--- src/rtl/instruction_fetch_unit.sv ---
// instruction_fetch_unit: PC, multiplexed 3-nibble ROM address bus, 2-nibble fetch with valid/ack handoff.
// Optional ADDR_STACK_EN adds a 3-entry circular return stack (push/pop in WAIT).
`default_nettype none

module instruction_fetch_unit #(
    parameter int                  PC_WIDTH = 12,
    parameter logic [PC_WIDTH-1:0] RESET_PC = '0
) (
    input  logic                clk_2,
    input  logic                reset,
    input  logic [3:0]          rom_data,
    input  logic                ir_ack,
    input  logic                jump_req,
    input  logic [PC_WIDTH-1:0] jump_addr,
    input  logic                push_req,
    input  logic                pop_req,
    output logic [3:0]          addr_nibble,
    output logic                sync,
    output logic [2:0]          phase,
    output logic [PC_WIDTH-1:0] pc,
    output logic [7:0]          instruction,
    output logic                instr_valid
);

    typedef enum logic [2:0] {
        A1   = 3'd0,
        A2   = 3'd1,
        A3   = 3'd2,
        M1   = 3'd3,
        M2   = 3'd4,
        WAIT = 3'd5
    } state_t;

    state_t              state;
    logic [3:0]          opr;
    logic [PC_WIDTH-1:0] pc_inc;
    logic                fetch_go;
    logic [PC_WIDTH-1:0] fetch_pc;

    function automatic logic [3:0] nib(input logic [PC_WIDTH-1:0] v, input int idx);
        return 4'(v >> (4 * idx));
    endfunction

    assign pc_inc = pc + PC_WIDTH'(1);
    assign phase  = state;

`ifdef ADDR_STACK_EN
    logic [PC_WIDTH-1:0] stack [3];
    logic [1:0]          ptr;
    logic [1:0]          ptr_next;
    logic [1:0]          ptr_prev;

    assign ptr_next = (ptr == 2'd2) ? 2'd0 : ptr + 2'd1;
    assign ptr_prev = (ptr == 2'd0) ? 2'd2 : ptr - 2'd1;
`else
    logic unused_stack_reqs;
    assign unused_stack_reqs = push_req | pop_req;
`endif

    // WAIT-state exit decision: jump > push > pop > ack.
    always_comb begin
        fetch_go = 1'b0;
        fetch_pc = pc;
        if (state == WAIT) begin
            if (jump_req) begin
                fetch_go = 1'b1;
                fetch_pc = jump_addr;
            end
`ifdef ADDR_STACK_EN
            else if (push_req) begin
                fetch_go = 1'b1;
                fetch_pc = jump_addr;
            end else if (pop_req) begin
                fetch_go = 1'b1;
                fetch_pc = stack[ptr_prev];
            end
`endif
            else if (ir_ack) begin
                fetch_go = 1'b1;
            end
        end
    end

    // addr_nibble and sync are registered from the state being entered.
    always_ff @(posedge clk_2 or negedge reset) begin
        if (!reset) begin
            state       <= A1;
            pc          <= RESET_PC;
            instruction <= 8'h00;
            instr_valid <= 1'b0;
            addr_nibble <= 4'h0;
            sync        <= 1'b0;
            opr         <= 4'h0;
`ifdef ADDR_STACK_EN
            ptr         <= 2'd0;
            for (int i = 0; i < 3; i++) begin
                stack[i] <= RESET_PC;
            end
`endif
        end else begin
            case (state)
                A1: begin
                    state       <= A2;
                    addr_nibble <= nib(pc, 1);
                    sync        <= 1'b0;
                end
                A2: begin
                    state       <= A3;
                    addr_nibble <= nib(pc, 2);
                end
                A3: begin
                    state       <= M1;
                    addr_nibble <= 4'h0;
                end
                M1: begin
                    state <= M2;
                    opr   <= rom_data;
                end
                M2: begin
                    state       <= WAIT;
                    instruction <= {opr, rom_data};
                    instr_valid <= 1'b1;
                    pc          <= pc_inc;
                end
                WAIT: begin
                    if (fetch_go) begin
                        state       <= A1;
                        pc          <= fetch_pc;
                        instr_valid <= 1'b0;
                        addr_nibble <= nib(fetch_pc, 0);
                        sync        <= 1'b1;
                    end
`ifdef ADDR_STACK_EN
                    if (!jump_req && push_req) begin
                        stack[ptr] <= pc;
                        ptr        <= ptr_next;
                    end else if (!jump_req && pop_req) begin
                        ptr <= ptr_prev;
                    end
`endif
                end
                default: begin
                    state       <= A1;
                    addr_nibble <= nib(pc, 0);
                    sync        <= 1'b1;
                end
            endcase
        end
    end

endmodule

`default_nettype wire

--- config.mk ---
export PLATFORM = sky130hd
export DESIGN_NAME = instruction_fetch_unit
export DESIGN_NICKNAME = d
export VERILOG_FILES = /design/src/rtl/instruction_fetch_unit.sv
export SDC_FILE = /design/constraint.sdc
export NUM_CORES = 1
export LEC_CHECK = 0
export ABC_AREA = 1
export CORE_MARGIN = 4
export CORE_UTILIZATION = 47
export DETAILED_ROUTE_END_ITERATION = 10
export MAX_ROUTING_LAYER = met4
export PLACE_DENSITY_LB_ADDON = 0.25
export SYNTH_ARGS = -nofsm -noshare
export SYNTH_HDL_FRONTEND = slang
export SYNTH_SLANG_ARGS = --single-unit
export TNS_END_PERCENT = 10
--- constraint.sdc ---
create_clock -name clk_2 -period 1.76 [get_ports clk_2]
set_input_delay 0.352 -clock clk_2 [delete_from_list [all_inputs] [get_ports clk_2]]
set_output_delay 0.352 -clock clk_2 [all_outputs]
set_load 0.005 [all_outputs]
==> out/qor.yml <==
sta:
  rsz0062_at_grt: "false"
  final-setup-viol-count: 0
  fin_worst_hold_slack_ns: 0.464
  timing.setup.tns_ns: 0
  skew_ns: 0.00245
  finalCritPeriodShare: 0.957
  hold_viol: 0
  fmax_ghz: 0.594
  slew_viol_final: 0
  slew_headroom: 0.726
  postLayoutSetupSlackWorst_ns: 0.0760
  worstMarginPinSlew_ns: 0.410
  period_needed_ns: 1.68
synthesis:
  synth_top_area_frac: 0.455
  synth_top_area_cell: "dfrtp_1"
  syn_avg_cell_area_um2: 7.72
  ys_types: 26
  synth_area_leaders: "dfrtp_1 46%, nand2_1 15%, nand3_1 5.5%"
  ys_ff_latch: 33
  seq_area_frac_synth: 0.455
  synthesis.area_um2: 1810
  synth_fp_nets: 258
  syn-instance-count: 235
  yosys_warnings: 0
clocking:
  cts-buffers-inserted: 5
  cts.sinks: 33
  cts_setup_buffers: 0
  ctsHoldBuffers: 0
  ctsRootBufferMaster: "clkbuf_8"
  cts.clk_slew.worst_paths_ns: 0.07
  cts_resized: 1
  tritoncts: "built"
  cts_max_path_buffers: 2
  htree_levels: 2
  insertion_delay_ns: 0.29
critical_path:
  cp_max_fo: 6
  cpMaxStageDelayCell: "clkdlybuf4s50_1"
  required_ns: 1.41
  criticalPathCategory: "reg2out"
  ff2ff_path_depth: 8
  path_buf_inv: 1
  critPathArrivalTime_ns: 1.33
  worstSetupStartpointType: "register"
  max_stage_delay_ns: 0.55
  path_cells: "clkdlybuf4s50_1"
  r2r_end: "addr_nibble[0]"
  reg2reg_slack_ns: 0.25
  timing.rr.start: "phase[1]"
  end_kind: "output pin"
  crit_family: "buffers and inverters"
global_route:
  grt-ovfl-total: 0
  grt_pass1_vias: 1632
  grtUsageTotal: 0.190
  grt_pass1_wl_um: 7370
  grt_max_degree: 34
  antenna_found_initial: 0
cells_and_area:
  area_growth_pct: 36.3
  fin_nets: 313
  drive_gt1_frac: 0.0997
  diodes: 0
  fillers: 309
routing:
  drt_iter0_drc: 88
  wl_per_cell_um: 12.4
  drtPass1Iterations: 4
  drt_wl_total_um: 4220
  postRouteAntennaNets: 0
  drt_drc_violations_left: 0
  vias: 1718
  routed_via_density: 5.07
floorplanning:
  dieArea_um2: 4920
  die_w_um: 70.1
  die_height_um: 70.1
  ios: 51
  num_rows: 22
  start_util: 0.492
  core_um2: 3690
power:
  ir_drop_v: 0.000995
  p_leak_uw: 0.00118
  power.density_nw_per_um2: 1710
min_path:
  hp-class: "in2async"
placement:
  io_buffers: 48
  gp_congestion: 0.891
  place_hpwl_um: 3030
  place_ws_ns: 0.0586
outcome:
  status: "completed"
run:
  maxCapViolCount: 0
-- placed cells by master (no fill, tap or decap) --
| master | Yosys | routed |
|---|---|---|
| dfrtp_1 | 33 | 32 |
| clkinvlp_4 | 0 | 1 |
| nand4_1 | 1 | 1 |
| inv_4 | 2 | 2 |
| o21bai_1 | 1 | 1 |
| o22ai_1 | 1 | 1 |
| bufinv_16 | 0 | 1 |
| nor2_8 | 1 | 1 |
| buf_4 | 1 | 4 |
| nand2_4 | 2 | 2 |
| inv_1 | 19 | 19 |
| nand3_1 | 20 | 20 |
| nor2_4 | 2 | 2 |
| nand3_4 | 2 | 2 |
| nand2_1 | 73 | 73 |
| o21ai_0 | 19 | 19 |
| a21oi_1 | 17 | 17 |
| ha_1 | 1 | 1 |
| clkbuf_8 | 0 | 5 |
| clkdlybuf4s50_1 | 0 | 48 |
| dfrtp_2 | 0 | 1 |
| nor2_2 | 3 | 3 |
| clkinv_4 | 0 | 1 |
| a31oi_1 | 2 | 2 |
| or2_2 | 1 | 1 |
| inv_2 | 1 | 1 |
| o21ai_4 | 2 | 2 |
| nor2_1 | 22 | 22 |
| o21ai_1 | 5 | 5 |
| o211ai_1 | 1 | 1 |
-- cell families after synthesis --
| kind of cell | synth area share |
|---|---|
| and+or+nand+nor | 0.324 |
| AOI/OAI and AO/OA | 0.150 |
| DFF | 0.455 |
| buffers and inverters | 0.0641 |
| adders and majority gates | 0.00690 |
-- state kept, by name, indices dropped and copies added, names as in the netlist --
signal and flops:
addr_nibble 4, instr_valid 1, instruction 8, opr 4, pc 12, phase 3, sync 1
-- report_power, final --
group,switching [uW],internal [uW]
combinational,999,1020
clock,307,424
sequential,379,1110
total,1680,2560
-- metrics by stage --
stage / power, uW / instance area [um2] / util / std cells
floorplan: 2580 / 1810 / - / 235
global placement: 3470 / 2360 / 0.639 / 331
detailed placement: 3520 / 2360 / 0.639 / 331
CTS: 4260 / 2470 / 0.670 / 339
global route: 4600 / 2470 / 0.670 / 339
finish: 4240 / 2470 / 0.670 / 339
-- layout make-up --
cell class                 count  area [um2]  share of cell area
tap                           48        60.1              0.0243
timing repair buffer          52         510               0.206
multi-input combinational    176         872               0.353
clock buffer                   5        68.8              0.0278
sequential                    33         827               0.335
inverter                      22        87.6              0.0354
clock inverter                 3        46.3              0.0187
-- worst max-delay path by stage --
| stage | startpoint | to | slack [ns] | depth (start not counted) |
|---|---|---|---|---|
| global placement | jump_req | addr_nibble[2] | 0.08 | 8 |
| CTS | phase[0] | phase[0] | 0.07 | 1 |
| detailed placement | jump_req | pc[8] | 0.06 | 6 |
| floorplan | phase[2] | addr_nibble[0] | 0.48 | 7 |
| global route | pc[8] | pc[8] | 0.02 | 1 |
| finish | phase[0] | phase[0] | 0.08 | 1 |
-- Yosys cell counts --
cell type and count:
nand2_1 73, dfrtp_1 33, nor2_1 22, nand3_1 20
inv_1 19, o21ai_0 19, a21oi_1 17, o21ai_1 5
nor2_2 3, a31oi_1 2, buf_2 2, inv_4 2
nand2_4 2, nand3_4 2, nor2_4 2, o21ai_4 2
buf_4 1, buf_6 1, ha_1 1, inv_2 1
nand4_1 1, nor2_8 1, o211ai_1 1, o21bai_1 1
o22ai_1 1, or2_2 1
-- per-layer routing --
layer,wire length (um),track usage,up-vias,share of wire
met3,268,0.0518,6,0.064
li1,-,-,873,-
met2,1930,0.299,54,0.46
met4,66,0.0681,0,0.016
met5,0,-,-,0
met1,1950,0.236,785,0.46
Note: power is estimated with default switching activity, not from simulation.
